`config.mk`:
```
export PLATFORM = sky130hd
export DESIGN_NAME = pipeline_reg_chain
export DESIGN_NICKNAME = d
export VERILOG_FILES = /design/src/rtl/pipeline_reg_chain.sv
export SDC_FILE = /design/constraint.sdc
export NUM_CORES = 1
export LEC_CHECK = 0
export BUFFER_PORTS_ARGS = -buffer_cell sky130_fd_sc_hd__buf_2
export CAP_MARGIN = 25
export CELL_PAD_IN_SITES_DETAIL_PLACEMENT = 1
export CELL_PAD_IN_SITES_GLOBAL_PLACEMENT = 1
export CORE_MARGIN = 5
export CORE_UTILIZATION = 49
export DETAILED_ROUTE_END_ITERATION = 10
export PLACE_DENSITY_LB_ADDON = 0.1
export SYNTH_ARGS = -nofsm -noshare
export SYNTH_HDL_FRONTEND = slang
export SYNTH_SLANG_ARGS = --single-unit
```
`constraint.sdc`:
```
create_clock -name clk -period 2.7 [get_ports clk]
set_clock_uncertainty 0.2 [all_clocks]
set_input_delay 0.27 -clock clk [delete_from_list [all_inputs] [get_ports clk]]
set_output_delay 0.27 -clock clk [all_outputs]
set_load 0.005 [all_outputs]
```
`src/rtl/pipeline_reg_chain.sv`:
```
// pipeline_reg_chain: DEPTH-stage register chain carrying {data, rd, wen}.
// It has per-stage valid bits and valid/ready backpressure. Bubbles
// collapse, so an entry moves forward whenever the stage ahead is empty or
// is emptying.
// Optional feature macro: PIPE_FWD_EN adds rs1_fwd_data/rs2_fwd_data, which
// forward the payload of the youngest valid stage matching each query.
module pipeline_reg_chain #(
    parameter int WIDTH    = 32,
    parameter int DEPTH    = 3,
    parameter int REG_BITS = 5,
    // Derived occupancy-counter width; leave at its default.
    parameter int CW       = $clog2(DEPTH + 1)
) (
    input  logic                clk,
    input  logic                rst,
    input  logic                flush,
    input  logic                in_valid,
    output logic                in_ready,
    input  logic [WIDTH-1:0]    in_data,
    input  logic [REG_BITS-1:0] in_rd,
    input  logic                in_wen,
    output logic                out_valid,
    input  logic                out_ready,
    output logic [WIDTH-1:0]    out_data,
    output logic [REG_BITS-1:0] out_rd,
    output logic                out_wen,
    input  logic [REG_BITS-1:0] query_rs1,
    input  logic [REG_BITS-1:0] query_rs2,
    output logic                rs1_hit,
    output logic                rs2_hit,
    output logic [CW-1:0]       count
`ifdef PIPE_FWD_EN
    ,
    output logic [WIDTH-1:0]    rs1_fwd_data,
    output logic [WIDTH-1:0]    rs2_fwd_data
`endif
);

    logic [DEPTH-1:0]    v_q, v_d;
    logic [DEPTH-1:0]    wen_q, wen_d;
    logic [WIDTH-1:0]    data_q [DEPTH];
    logic [WIDTH-1:0]    data_d [DEPTH];
    logic [REG_BITS-1:0] rd_q   [DEPTH];
    logic [REG_BITS-1:0] rd_d   [DEPTH];
    logic [CW-1:0]       count_q, count_d;

    logic [DEPTH-1:0]    adv;
    logic                stall;
    logic                in_fire, out_fire;
    logic [DEPTH-1:0]    match1, match2;

    // Advance flags, from tail to head: a stage moves unless every stage
    // ahead of it is full and the tail is stalled.
    always_comb begin
        adv   = '0;
        stall = ~out_ready;
        for (int i = DEPTH - 1; i >= 0; i--) begin
            adv[i] = v_q[i] & ~stall;
            stall  = stall & v_q[i];
        end
    end

    assign in_ready  = ~flush & (~v_q[0] | adv[0]);
    assign out_valid = ~flush & v_q[DEPTH-1];
    assign in_fire   = in_valid & in_ready;
    assign out_fire  = out_valid & out_ready;

    assign out_data  = data_q[DEPTH-1];
    assign out_rd    = rd_q[DEPTH-1];
    assign out_wen   = wen_q[DEPTH-1];
    assign count     = count_q;

    // Next state: shift on advance. Emptied stages drop only their valid
    // bit, and flush clears all valid bits and the counter.
    always_comb begin
        v_d     = v_q;
        wen_d   = wen_q;
        data_d  = data_q;
        rd_d    = rd_q;
        count_d = count_q;
        for (int i = DEPTH - 1; i >= 1; i--) begin
            if (adv[i-1]) begin
                v_d[i]    = 1'b1;
                data_d[i] = data_q[i-1];
                rd_d[i]   = rd_q[i-1];
                wen_d[i]  = wen_q[i-1];
            end else if (adv[i]) begin
                v_d[i] = 1'b0;
            end
        end
        if (in_fire) begin
            v_d[0]    = 1'b1;
            data_d[0] = in_data;
            rd_d[0]   = in_rd;
            wen_d[0]  = in_wen;
        end else if (adv[0]) begin
            v_d[0] = 1'b0;
        end
        if (in_fire && !out_fire) begin
            count_d = count_q + CW'(1);
        end else if (!in_fire && out_fire) begin
            count_d = count_q - CW'(1);
        end
        if (flush) begin
            v_d     = '0;
            count_d = '0;
        end
    end

    // State registers; reset clears payload as well as control.
    always_ff @(posedge clk or negedge rst) begin
        if (!rst) begin
            v_q     <= '0;
            wen_q   <= '0;
            count_q <= '0;
            for (int i = 0; i < DEPTH; i++) begin
                data_q[i] <= '0;
                rd_q[i]   <= '0;
            end
        end else begin
            v_q     <= v_d;
            wen_q   <= wen_d;
            count_q <= count_d;
            data_q  <= data_d;
            rd_q    <= rd_d;
        end
    end

    // Destination-hazard match per stage; register 0 never matches.
    always_comb begin
        match1 = '0;
        match2 = '0;
        for (int i = 0; i < DEPTH; i++) begin
            match1[i] = v_q[i] & wen_q[i] & (rd_q[i] == query_rs1) & (query_rs1 != '0);
            match2[i] = v_q[i] & wen_q[i] & (rd_q[i] == query_rs2) & (query_rs2 != '0);
        end
    end

    assign rs1_hit = |match1;
    assign rs2_hit = |match2;

`ifdef PIPE_FWD_EN
    // Priority mux: the lowest-index (youngest) matching stage wins.
    always_comb begin
        rs1_fwd_data = '0;
        rs2_fwd_data = '0;
        for (int i = DEPTH - 1; i >= 0; i--) begin
            if (match1[i]) rs1_fwd_data = data_q[i];
            if (match2[i]) rs2_fwd_data = data_q[i];
        end
    end
`endif

endmodule
```
==> implementation parameters, run 1 <==
Parameter                              Value

Critical path
  Stage delay of the slowest cell on the critical path    0.45 ns
  Critical-path cell list    xor2_1 > nor4_1 > nand4_1 > a21oi_1 > buf_2
  Count of buffer and inverter cells on the critical path    1
  Required time at the worst-slack endpoint    2.23 ns
  Worst path arrival time    1.97 ns
  Reg-to-reg critical path endpoint    out_data[3]$_DFFE_PN0P_
  Register-to-Register Setup Slack    0.73 ns
  Maximum fanout encountered on the critical timing path    4
  Type of element launching the critical path    register
  Depth of the most critical reg-to-reg path    3
  Worst Setup Path Type    reg2out
  Launch point of the worst reg-to-reg path    v_q[2]$_DFFE_PN0P_
  Max stage delay cell, worst path    sky130_fd_sc_hd__dfrtp_1
  Cell class contributing the biggest share of worst-path delay    flip-flops
  Critical path capture point type    output pin

Synthesis
  Top post-synthesis cells by area    sky130_fd_sc_hd__dfrtp_1 (56%), sky130_fd_sc_hd__mux2_2 (16%), sky130_fd_sc_hd__mux2_4 (12%)
  Net count of the mapped netlist    411
  Fraction of post-synthesis cell area in the top cell type by area    55.7%
  Area leader, netlist    sky130_fd_sc_hd__dfrtp_1
  Netlist cell types    23
  Gate count of the mapped netlist    358
  Flops & latches, synth    119
  Register area share after synthesis    55.7%
  Synth Area per Inst    14.9 um2
  Synthesized cell area    5350 um2
  Warnings, synthesis    0

Hold path
  Class of the worst hold path    in2reg
  Hold path startpoint    out_ready
  Hold path endpoint    v_q[2]$_DFFE_PN0P_
  Number of stages on the worst hold path    4

Pwr
  Cell Int Power    4.42 mW
  Sw Ratio    25.7%
  Leakage power figure    3.15 nW
  Power Density    888 nW/um2
  Fraction of power consumed by the clock network    37.8%
  Seq pwr share    42.9%
  Portion of total power attributed to combinational logic    19.3%
  Peak supply drop    0.589 mV
  Total net switching power    1.53 mW

Timing
  Pin slew with the least headroom to its limit    0.711 ns
  RSZ-0062 raised after global routing    no
  Max-slew violation count    0
  Setup TNS after final layout    0 ns
  Number of setup violations in the final report    0
  Worst slew margin relative to its limit    52.6%
  Minimum clock period    2.44 ns
  Final period util    90.3%
  Final hold viol count    0
  Top achievable clock speed    0.410 GHz

Clocking
  Largest buffer count on any clock path    2
  CTS buffer count    17
  Sinks on Clock Net    119
  Clock latency of the later-clocked register in the worst-skew pair    0.51 ns
  Clock tree from TritonCTS    done
  CTS Root Cell    sky130_fd_sc_hd__clkbuf_8
  CTS clock-pin slew for the worst setup and hold paths    0.06 ns
  Maximum level of the CTS H-tree    4

Die
  Number of rows in the core area    38
  Die height    114 um
  Starting density of the core    49.6%
  I/O pin count    97
  Core area    10800 um2
  Horizontal extent of the die    114 um
  Area of the die    13100 um2

Finish
  Signed area change from the synthesized netlist to the final layout    25.4%
  Nets    524
  Share of cells above drive strength 1    52.5%
  FILL cells    1032
  Number of diodes    0
  Number of standard cells in the final layout excluding fillers    624
  Multi-input gate area    1980 um2
  FF/Latch Area    2980 um2

Global routing
  Wire length of the first global-routing pass    18900 um
  Number of global-route vias before repair    3590
  Maximum number of pins on one net before global-route repair    53
  Global-route total usage across every layer    18.9%
  Grt ovf    0
  Initial antenna violation count    0

Place
  Final estimated routing congestion in global placement    0.863
  Post-detailed-placement half-perimeter wirelength    7270 um
  Placed cells    550
  Buffers added on ports    96

Job
  Count of maximum capacitance violations    0

Route
  Violation count after the first detailed-route iteration    113
  Routed WL per cell    18.3 um
  Post-detailed-route via-to-cell ratio    4.99
  Number of vias after detailed routing    3115
  Detailed-route wire length    11400 um
  Number of design rule violations left after detail routing    0
  Number of nets with antenna violations after detailed routing    0
  First-pass DRT Iterations    6

Outcome
  Run status    finished, final reports clean
==> metal layers <==
metal  wire (um)  part of all wire, %  GRT usage, %
met1        4920                   43          23.7
met2        5910                   52          31.7
met3         468                  4.1          5.29
met4         119                  1.0          5.94
met5           0                    0             0
==> worst max-delay path by stage <==
stage | depth (start not counted) | end | startpoint | slack, ns
6_report | 5 | rs2_hit | rd_q[7]$_DFFE_PN0P_ | 0.26
5_1_grt | 5 | rs2_hit | out_rd[2]$_DFFE_PN0P_ | 0.12
4_1_cts | 5 | rs2_hit | rd_q[7]$_DFFE_PN0P_ | 0.25
3_5_place_dp | 4 | out_data[3]$_DFFE_PN0P_ | out_ready | 0.69
3_3_place_gp | 4 | out_data[7]$_DFFE_PN0P_ | out_ready | 0.73
2_1_floorplan | 6 | data_q[32]$_DFFE_PN0P_ | v_q[2]$_DFFE_PN0P_ | 1.10
==> cells by family after synthesis <==
family / after synthesis / share of synthesized area (%)
muxes: 115 / 27.1
and+or+nand+nor: 36 / 3.77
buffers and inverters: 50 / 7.37
AOI/OAI and AO/OA: 6 / 0.865
DFF: 119 / 55.7
xor gates and xnor gates: 32 / 5.24
==> Yosys cell counts <==
library cell / instances
sky130_fd_sc_hd__nand2_2: 1
sky130_fd_sc_hd__and2b_4: 1
sky130_fd_sc_hd__and3_1: 1
sky130_fd_sc_hd__nand2_1: 4
sky130_fd_sc_hd__nand4b_1: 1
sky130_fd_sc_hd__nor4_1: 2
sky130_fd_sc_hd__buf_2: 3
sky130_fd_sc_hd__buf_4: 40
sky130_fd_sc_hd__mux2_4: 41
sky130_fd_sc_hd__xnor2_1: 21
sky130_fd_sc_hd__a21boi_2: 1
sky130_fd_sc_hd__mux2_2: 74
sky130_fd_sc_hd__nor2_1: 11
sky130_fd_sc_hd__buf_6: 7
sky130_fd_sc_hd__or4_1: 2
sky130_fd_sc_hd__o32a_1: 2
sky130_fd_sc_hd__nand2b_4: 1
sky130_fd_sc_hd__nand4_1: 7
sky130_fd_sc_hd__xor2_1: 11
sky130_fd_sc_hd__nand3_1: 2
sky130_fd_sc_hd__dfrtp_1: 119
sky130_fd_sc_hd__nor2b_1: 3
sky130_fd_sc_hd__a21oi_1: 3
==> state kept, by name, summed over array words and instances (netlist names) <==
name / flops
wen_q: 3
v_q: 3
data_q: 64
out_data: 32
count: 2
out_rd: 5
rd_q: 10
==> area by class of cell <==
class	instances	area share (%)
Clock buffer	18	6.38
Clock inverter	14	2.59
Multi-Input combinational cell	189	29.5
Sequential cell	119	44.4
Tap cell	140	2.61
Timing Repair Buffer	144	14.5
==> cells in the final DEF (no fill, tap or decap), drive strengths merged <==
cell type    Yosys  routed
a21boi           1       1
a21oi            3       3
and2b            1       1
and3             1       1
buf             50     102
bufinv           0       3
clkbuf           0      18
clkinv           0       5
clkinvlp         0       4
dfrtp          119     119
dlygate4sd3      0      42
inv              0       2
mux2           115     115
nand2            5       5
nand2b           1       1
nand3            2       2
nand4            7       7
nand4b           1       1
nor2            11      11
nor2b            3       3
nor4             2       2
o32a             2       2
or4              2       2
xnor2           21      21
xor2            11      11
==> through the flow <==
step                      worst slack (ns)  util, %  power (mW)  instance area [um2]  hold WS, ns
after global placement               0.731     52.7        3.63                 5690        0.150
after global routing                 0.123     62.1        6.28                 6710       0.0322
after CTS                            0.249     62.1        6.04                 6710       0.0180
final                                0.262     62.1        5.95                 6710       0.0493
after detailed placement             0.695     52.7        3.69                 5690        0.169
after floorplan                       1.10        -        3.48                 5350       -0.226
==> tightest hold or removal path: cells and delay by family <==
| kind | cells | cell delay [ns] |
|---|---|---|
| buf+inv | 1 | 0.10 |
| simple gates | 3 | 0.35 |
==> power groups by stage <==
stage	Sequential, mW	Combinational (mW)	Clock [mW]
2_1_floorplan	2.47	1.01	0
6_report	2.55	1.15	2.25
3_5_place_dp	2.58	1.11	0
4_1_cts	2.56	1.17	2.31
3_3_place_gp	2.56	1.07	0
5_1_grt	2.62	1.26	2.40
==> timing repair <==
| item | CTS | global route |
|---|---|---|
| buffers inserted | 0 | 0 |
| hold buffers | 42 | 0 |
| endpoints found under the hold margin | 92 | 0 |
| gates resized for setup | 0 | 0 |
(Power assumes the default switching activity.)
==> run 2: changes to the inputs <==
--- a/config.mk
+++ b/config.mk
@@ -9,8 +9,10 @@
 export CAP_MARGIN = 25
 export CELL_PAD_IN_SITES_DETAIL_PLACEMENT = 1
 export CELL_PAD_IN_SITES_GLOBAL_PLACEMENT = 1
+export CORE_ASPECT_RATIO = 0.7
 export CORE_MARGIN = 5
-export CORE_UTILIZATION = 49
+export CORE_UTILIZATION = 51
+export CTS_BUF_LIST = sky130_fd_sc_hd__clkbuf_8
 export DETAILED_ROUTE_END_ITERATION = 10
 export PLACE_DENSITY_LB_ADDON = 0.1
 export SYNTH_ARGS = -nofsm -noshare
==> implementation parameters, run 2 (same netlist as run 1, synthesis figures left out) <==
Parameter                              Value

Place
  Buffers added on ports    96
  Post-detailed-placement half-perimeter wirelength    7450 um
  Final estimated routing congestion in global placement    0.834

Critical path
  Type of element launching the critical path    register
  Worst Setup Path Type    reg2out
  Critical path capture point type    output pin
  Worst path arrival time    1.82 ns
  Required time at the worst-slack endpoint    2.23 ns
  Maximum fanout encountered on the critical timing path    4

Die
  Core area    10300 um2
  I/O pin count    97
  Die height    95.7 um
  Starting density of the core    52.0%
  Horizontal extent of the die    132 um
  Number of rows in the core area    31
  Area of the die    12700 um2

Route
  Routed WL per cell    18.7 um
  Number of nets with antenna violations after detailed routing    0
  First-pass DRT Iterations    4
  Number of design rule violations left after detail routing    0
  Post-detailed-route via-to-cell ratio    5.08
  Violation count after the first detailed-route iteration    128
  Number of vias after detailed routing    3119
  Detailed-route wire length    11500 um

Timing
  Max-slew violation count    0
  Minimum clock period    2.29 ns
  Worst slew margin relative to its limit    51.6%
  Final period util    85.0%
  RSZ-0062 raised after global routing    no
  Pin slew with the least headroom to its limit    0.726 ns
  Top achievable clock speed    0.436 GHz
  Final hold viol count    0
  Number of setup violations in the final report    0
  Setup TNS after final layout    0 ns

Global routing
  Wire length of the first global-routing pass    18900 um
  Global-route total usage across every layer    19.6%
  Number of global-route vias before repair    3570
  Grt ovf    0
  Initial antenna violation count    0
  Maximum number of pins on one net before global-route repair    65

Finish
  Signed area change from the synthesized netlist to the final layout    21.2%
  Flip-flop count of the largest register after layout    64
  Commonest cells after routing, fill and taps aside    sky130_fd_sc_hd__dfrtp_1 (119), sky130_fd_sc_hd__buf_2 (95), sky130_fd_sc_hd__mux2_2 (74)
  Most flop-heavy register    data_q
  FILL cells    998
  Nets    523
  Share of cells above drive strength 1    51.9%
  Most common cell after layout, fill and taps aside    sky130_fd_sc_hd__dfrtp_1
  Number of diodes    0

Pwr
  Power Density    815 nW/um2
  Peak supply drop    0.479 mV
  Leakage power figure    3.07 nW
  Pwr Total    5.28 mW

Clocking
  Sinks on Clock Net    119
  Clock latency of the later-clocked register in the worst-skew pair    0.44 ns
  CTS Root Cell    sky130_fd_sc_hd__clkbuf_8
  CTS clock-pin slew for the worst setup and hold paths    0.07 ns
  Post-cts resize count    0
  Clock tree from TritonCTS    done
  CTS buffer count    17
  Largest buffer count on any clock path    2
  Maximum level of the CTS H-tree    4

Job
  Count of maximum capacitance violations    0

Hold path
  Class of the worst hold path    in2async

Outcome
  Run status    finished, final reports clean
## run 2: changes by cell type in the layout (fill, tap and decap cells not counted)
cell                         delta
sky130_fd_sc_hd__clkbuf_8      +18
sky130_fd_sc_hd__clkinvlp_4     -2
sky130_fd_sc_hd__inv_6          -2
sky130_fd_sc_hd__buf_4          -2
sky130_fd_sc_hd__bufinv_16      -1
sky130_fd_sc_hd__inv_1          +2
sky130_fd_sc_hd__clkinv_4       -3
sky130_fd_sc_hd__clkbuf_16     -16
sky130_fd_sc_hd__buf_12         +1
sky130_fd_sc_hd__clkinv_2       +3
## run 2: through the flow
step           instances  area (um2)  setup WS, ns  utilization, %  hold slack, ns
2_1_floorplan        358        5350          1.10               -          -0.226
3_3_place_gp         541        5680         0.696            55.3          0.0174
3_5_place_dp         541        5680         0.656            55.3          0.0262
4_1_cts              614        6480         0.380            63.1          0.0790
5_1_grt              614        6480         0.297            63.1           0.106
6_report             614        6480         0.406            63.1           0.105
## run 2: where the power goes
group          leakage [nW]  internal [mW]  switching (mW)
Sequential             1.42           2.23           0.322
Combinational          1.45          0.759           0.399
Clock                 0.203          0.872           0.703
## run 2: layer usage
layer	global-route usage, %	part of all wire (%)
met3	7.28	5.2
met4	6.95	0.91
met2	31.3	48
met5	0	0
met1	24.7	46
## run 2: path summary, 6_finish.rpt
path | startpoint | end | slack (ns) | cells after the start
min reg2reg | out_data[0]$_DFFE_PN0P_ | out_data[0]$_DFFE_PN0P_ | 0.30 | 1
min | rst | out_data[6]$_DFFE_PN0P_ | 0.11 | 2
min in group clk | out_ready | v_q[2]$_DFFE_PN0P_ | 0.12 | 4
max in group asynchronous | rst | wen_q[2]$_DFFE_PN0P_ | 1.47 | 3
max | out_rd[1]$_DFFE_PN0P_ | rs1_hit | 0.41 | 5
max reg2reg | v_q[1]$_DFFE_PN0P_ | data_q[77]$_DFFE_PN0P_ | 0.65 | 4
## run 2: final cells by class
class | count | area, um2 | area share, %
Clock buffer | 20 | 275 | 4.25
Clock inverter | 11 | 108 | 1.66
Multi-Input combinational cell | 189 | 1980 | 30.5
Sequential cell | 119 | 2980 | 45.9
Tap cell | 132 | 165 | 2.55
Timing Repair Buffer | 143 | 978 | 15.1
## run 2: worst max-delay path, cell delays in order, from the launching register on
cell and delay [ns]:
sky130_fd_sc_hd__dfrtp_1 0.43, sky130_fd_sc_hd__xnor2_1 0.24, sky130_fd_sc_hd__nand4_1 0.12, sky130_fd_sc_hd__o32a_1 0.35
sky130_fd_sc_hd__a21oi_1 0.13, sky130_fd_sc_hd__buf_2 0.13
## run 2: repair_timing
item	4_1_cts	5_1_grt
hold buffers	42	0
setup buffers	0	0
endpoints found under the setup margin	0	0
hold endpoints to repair	133	0
